### src/rtl/core_pkg.sv
`default_nettype none
// ============================================================================
// Module : core_pkg
// Brief  : Shared core constants: datapath width, ctrl bit positions, load
//          funct3 encodings.
// Rev    : 1.0 - initial release
// ============================================================================
package core_pkg;

  localparam int XLEN = 32;

  localparam int c_ctrl_branch     = 5;
  localparam int c_ctrl_mem_read   = 4;
  localparam int c_ctrl_mem_write  = 3;
  localparam int c_ctrl_reg_write  = 2;
  localparam int c_ctrl_mem_to_reg = 1;

  typedef enum logic [2:0] {
    F3_LB  = 3'b000,
    F3_LH  = 3'b001,
    F3_LW  = 3'b010,
    F3_LBU = 3'b100,
    F3_LHU = 3'b101
  } load_f3_e;

endpackage
`default_nettype wire

### src/rtl/load_align.sv
`default_nettype none
// ============================================================================
// Module : load_align
// Brief  : Combinational load-data extraction and misalignment detection.
// Rev    : 1.0 - initial release
// ============================================================================
module load_align
  import core_pkg::*;
#(
  parameter int XLEN = core_pkg::XLEN
) (
  input  logic [XLEN-1:0] word,
  input  logic [1:0]      offset,
  input  logic [2:0]      funct3,
  output logic [XLEN-1:0] data,
  output logic            misaligned
);

  logic [XLEN-1:0] w_shifted;

  assign w_shifted = word >> {offset, 3'b000};

  always_comb begin
    data       = word;
    misaligned = 1'b0;
    case (funct3)
      F3_LB:  data = {{(XLEN-8){w_shifted[7]}}, w_shifted[7:0]};
      F3_LBU: data = {{(XLEN-8){1'b0}}, w_shifted[7:0]};
      F3_LH: begin
        data       = {{(XLEN-16){w_shifted[15]}}, w_shifted[15:0]};
        misaligned = (offset == 2'd3);
      end
      F3_LHU: begin
        data       = {{(XLEN-16){1'b0}}, w_shifted[15:0]};
        misaligned = (offset == 2'd3);
      end
      F3_LW: begin
        data       = word;
        misaligned = (offset != 2'd0);
      end
      default: data = word;
    endcase
  end

endmodule
`default_nettype wire

### src/rtl/wb_stage.sv
`default_nettype none
// ============================================================================
// Module : wb_stage
// Brief  : Write-back pipeline stage: one register, load alignment,
//          register-file write, forwarding and retired-instruction counter.
// Rev    : 1.0 - initial release
// ============================================================================
module wb_stage
  import core_pkg::*;
#(
  parameter int XLEN  = core_pkg::XLEN,
  parameter int CNT_W = 64
) (
  input  logic             clk,
  input  logic             rst_n,
  input  logic             ms_valid,
  input  logic [5:0]       ms_ctrl,
  input  logic [2:0]       ms_funct3,
  input  logic [4:0]       ms_rd,
  input  logic [XLEN-1:0]  ms_alu_result,
  input  logic [XLEN-1:0]  mem_rdata,
  input  logic             ws_stall,
  input  logic             ws_flush,
  output logic             ws_allowin,
  output logic             rf_we,
  output logic [4:0]       rf_waddr,
  output logic [XLEN-1:0]  rf_wdata,
  output logic             ws_fwd_valid,
  output logic [4:0]       ws_fwd_rd,
  output logic [XLEN-1:0]  ws_fwd_data,
  output logic [CNT_W-1:0] instret
);

  logic            r_ws_valid;
  logic [5:0]      r_ctrl;
  logic [2:0]      r_funct3;
  logic [4:0]      r_rd;
  logic [XLEN-1:0] r_alu_result;
  logic [1:0]      r_offset;
  logic [CNT_W-1:0] r_instret;
  logic            misalign_err;

  logic [XLEN-1:0] w_load_data;
  logic            w_load_misaligned;
  logic            w_misaligned;
  logic            w_retire;
  logic            w_writes_rd;
  logic            w_unused_ctrl;

  load_align #(.XLEN(XLEN)) u_load_align (
    .word       (mem_rdata),
    .offset     (r_offset),
    .funct3     (r_funct3),
    .data       (w_load_data),
    .misaligned (w_load_misaligned)
  );

  // Alignment only matters for real loads; ALU ops share funct3 encodings.
  assign w_misaligned = r_ctrl[c_ctrl_mem_read] & w_load_misaligned;
  assign w_retire     = r_ws_valid & ~ws_stall;
  assign w_writes_rd  = r_ws_valid & r_ctrl[c_ctrl_reg_write] & (r_rd != 5'd0);

  assign ws_allowin   = ~ws_stall;
  assign rf_we        = w_writes_rd & ~ws_stall & ~w_misaligned;
  assign rf_waddr     = r_rd;
  assign rf_wdata     = r_ctrl[c_ctrl_mem_to_reg] ? w_load_data : r_alu_result;
  assign ws_fwd_valid = w_writes_rd;
  assign ws_fwd_rd    = r_rd;
  assign ws_fwd_data  = rf_wdata;
  assign instret      = r_instret;

  assign w_unused_ctrl = ^{r_ctrl[c_ctrl_branch], r_ctrl[c_ctrl_mem_write], r_ctrl[0]};

  always_ff @(posedge clk or negedge rst_n) begin
    if (!rst_n) begin
      r_ws_valid   <= 1'b0;
      r_ctrl       <= 6'd0;
      r_funct3     <= 3'd0;
      r_rd         <= 5'd0;
      r_alu_result <= {XLEN{1'b0}};
      r_offset     <= 2'd0;
      r_instret    <= {CNT_W{1'b0}};
      misalign_err <= 1'b0;
    end else begin
      // A stall freezes the register outright, so it overrides a flush.
      if (ws_allowin) begin
        r_ws_valid <= ms_valid & ~ws_flush;
        if (ms_valid) begin
          r_ctrl       <= ms_ctrl;
          r_funct3     <= ms_funct3;
          r_rd         <= ms_rd;
          r_alu_result <= ms_alu_result;
          r_offset     <= ms_alu_result[1:0];
        end
      end
      if (w_retire) begin
        r_instret <= r_instret + {{(CNT_W-1){1'b0}}, 1'b1};
      end
      if (w_retire && w_misaligned) begin
        misalign_err <= 1'b1;
      end
    end
  end

endmodule
`default_nettype wire

### config.mk
export PLATFORM = sky130hd
export DESIGN_NAME = wb_stage
export DESIGN_NICKNAME = d
export VERILOG_FILES = /design/src/rtl/core_pkg.sv /design/src/rtl/load_align.sv /design/src/rtl/wb_stage.sv
export SDC_FILE = /design/constraint.sdc
export NUM_CORES = 1
export LEC_CHECK = 0
export CAP_MARGIN = 20
export CORE_MARGIN = 4
export CORE_UTILIZATION = 27
export CTS_CLUSTER_SIZE = 16
export DETAILED_ROUTE_END_ITERATION = 8
export GPL_TIMING_DRIVEN = 1
export PLACE_DENSITY = 0.55
export SLEW_MARGIN = 20
export SYNTH_ARGS = -nofsm -noshare
export SYNTH_HDL_FRONTEND = slang
export SYNTH_SLANG_ARGS = --single-unit
### constraint.sdc
create_clock -name clk -period 7 [get_ports clk]
set_input_delay 2.1 -clock clk [delete_from_list [all_inputs] [get_ports clk]]
set_output_delay 2.1 -clock clk [all_outputs]
set_load 0.01 [all_outputs]
==> key figures, run 1 <==
Run status
  – Status: finished clean

Detailed routing
  – Via count: 4977
  – Vias per inst: 4.73
  – DRT iter0 DRCs: 238
  – DRC viols: 0
  – WL final: 18300 um
  – DR WL/cell: 17.4 um
  – Routed Antenna Nets: 0
  – DRT Pass-1 Iters: 4

Final layout
  – Final Instance Area: 8300 um^2
  – Antenna cells: 0
  – Layout cells sized above 1: 0.0797
  – NumNets Final: 857
  – Area growth syn-to-layout: 43.0%

Floorplan
  – Die area: 23900 um^2
  – Core area: 21100 um^2
  – Die X: 155 um
  – Die height: 155 um
  – Row count: 53
  – I/O Pins: 224
  – Initial Util: 0.275

Clock network
  – CTS Hold Bufs: 0
  – Clock root buffer: clkbuf_16
  – Skew-Pair Late Insertion Delay: 350 ps
  – Post-CTS setup buffers: 0
  – CTS tree: yes
  – CTS Buf Count: 9
  – H-tree Lvls: 3
  – Post-CTS Resized: 0
  – Clk buf depth: 2
  – Worst-path clk slew: 80 ps
  – Sink Count: 108

STA
  – Least-Margin Pin Slew: 811 ps
  – Max Slew Vio Count: 0
  – Slew headroom: 0.459
  – RSZ-0062 raised after global routing: false
  – Final hold violation count: 0
  – Crit share post-route: 0.975
  – Final Setup Violations: 0
  – Skew final: 8.24 ps
  – TNS Setup: 0 ps
  – Peak Freq: 0.147 GHz
  – Clock period minus worst slack: 6820 ps

Synthesis
  – Sequential share of the synthesized area: 0.466
  – Synth Area per Inst: 9.70 um^2
  – Mapped Nets: 682
  – EDFF count, synth: 0
  – Top FF cell, synth: dfrtp_1
  – YS warnings: 0
  – #FFs+latches synth: 108
  – Yosys cell types: 44
  – Synthesized instance count: 598
  – Area of the mapped netlist: 5800 um^2
  – Ys async rst share: 1.00

Global routing
  – Total track usage: 0.150
  – Antenna violations before repair: 1
  – First-pass GRT wire length: 28700 um
  – Vias in the first global route: 4934
  – GRT overflow: 0
  – Largest net degree at the start of global routing: 56

Worst setup path
  – Reg2Reg Depth: 6
  – Worst-path fanout max: 16
  – CP cell instances: clkdlybuf4s50_1 > mux4_2 > mux2i_1 > o31a_1 > a21oi_1 > clkdlybuf4s50_1
  – Setup CP Type: input port to output port
  – Cell family with most CP delay: buffers and inverters
  – Crit-path most repeated cell: clkdlybuf4s50_1
  – Worst Path Buf+Inv: 2
  – Max incr delay on CP: 660 ps
  – R2r setup slk: 4580 ps
  – Critical Path RT: 4900 ps
  – CP Capture Type: output port
  – Arr. time, crit path: 4720 ps
  – Worst Setup Start Kind: input port
  – Stages on the worst setup path: 6
  – Slowest cell on the critical path: o31a_1

Min path
  – Hold WC Path Type: register to register
  – Hold Crit Depth: 1

Place
  – Final Wtd Congestion: 0.824
  – Dpl hpwl: 13600 um
  – Placed cell areas: 8010 um^2
  – Input/output buffers: 220

Job
  – Maxcap violations: 0

Pwr
  – Peak supply drop: 0.145 mV
  – Leakage: 3.41 nW
  – Pwr dens: 214 nW/um^2
[report_power, final]
part | internal (W) | total (W) | switching [W] | leakage (nW)
logic | 0.000305 | 0.000556 | 0.000251 | 1.88
clock network | 0.000249 | 0.000504 | 0.000255 | 0.137
registers | 0.000671 | 0.000719 | 0.0000483 | 1.40
total | 0.00123 | 0.00178 | 0.000554 | 3.41
[routing by layer]
metal	GRT usage	vias to the layer above	routed length (um)
li1	-	2390	-
met2	0.237	169	8320
met5	0	-	13
met4	0.0290	2	165
met1	0.208	2402	8570
met3	0.0417	14	1250
[final timing paths]
kind / startpoint / end
setup / recovery: mem_rdata[15] / rf_wdata[16]
max in group asynchronous: rst_n / r_ctrl[2]
min in group asynchronous: rst_n / r_alu_result[1]
hold / removal: instret[63] / instret[63]
hold reg to reg: instret[63] / instret[63]
setup reg to reg: instret[0] / instret[46]
[Yosys cell counts, types with 4 or more instances]
cell,n,share of area
nand2_1,62,0.040
dfrtp_1,108,0.47
clkbuf_1,20,0.013
nor4_1,4,0.0043
xnor2_1,44,0.066
mux2i_1,9,0.016
o22ai_1,9,0.0097
or3_1,6,0.0065
mux2_2,30,0.058
a21oi_1,33,0.028
o21ai_0,35,0.030
nor2_1,43,0.028
nand3_1,21,0.018
and3_1,14,0.015
nor3_1,10,0.0086
o221ai_1,5,0.0075
xor2_1,19,0.029
and4_1,5,0.0075
inv_1,22,0.014
buf_4,37,0.048
nand4_1,24,0.026
[kinds of logic after synthesis]
logic type,share of synthesized area
buffers and inverters,0.0791
adders and majority gates,0.00216
muxes,0.0776
AOI/OAI and AO/OA,0.0869
and+or+nand+nor,0.193
xor gates and xnor gates,0.0951
DFF,0.466
[through the flow]
step | worst slack (ps) | cells | power, W | hold slack, ps | util
2_1_floorplan | 1480 | 598 | 0.00102 | 481 | -
3_3_place_gp | 231 | 1037 | 0.00129 | 470 | 0.380
3_5_place_dp | 198 | 1037 | 0.00129 | 471 | 0.380
4_1_cts | 190 | 1053 | 0.00181 | 491 | 0.394
5_1_grt | 131 | 1053 | 0.00188 | 508 | 0.394
6_report | 177 | 1053 | 0.00178 | 486 | 0.394
[layout by cell type (no fill, tap or decap), types with 4 or more instances in the layout]
cell type          n
o21ai_0           35
and4_1             5
xnor2_1           44
clkdlybuf4s50_1  219
o221ai_1           5
and3_1            14
o22ai_1            9
or3_1              6
a21oi_1           33
nor3_1            10
inv_1             22
nand3_1           21
mux2i_1            9
dfrtp_1          108
xor2_1            19
buf_4              6
nand2_1           62
nor2_1            43
mux2_2            30
clkbuf_16          9
nor4_1             4
nand4_1           24
[sequential cells by signal, indices dropped and copies added, names as in the netlist]
name	flops
instret	64
r_alu_result	32
r_ctrl	3
r_funct3	3
r_ws_valid	1
rf_waddr	5
[final cells by class]
type | instances | area [um^2]
Fill cell | 2124 | 12800
Sequential cell | 108 | 2700
Multi-Input combinational cell | 407 | 2650
Timing Repair Buffer | 225 | 2240
Tap cell | 275 | 344
Clock buffer | 10 | 229
Inverter | 22 | 82.6
Clock inverter | 6 | 56.3
(Power assumes the default switching activity.)
==> run 2, diff against run 1 <==
--- a/config.mk
+++ b/config.mk
@@ -10,7 +10,6 @@
 export CORE_UTILIZATION = 27
 export CTS_CLUSTER_SIZE = 16
 export DETAILED_ROUTE_END_ITERATION = 8
-export GPL_TIMING_DRIVEN = 1
 export PLACE_DENSITY = 0.55
 export SLEW_MARGIN = 20
 export SYNTH_ARGS = -nofsm -noshare
==> results of run 2 <==
No change in the layout: final DEF, timing and power equal those of run 1.
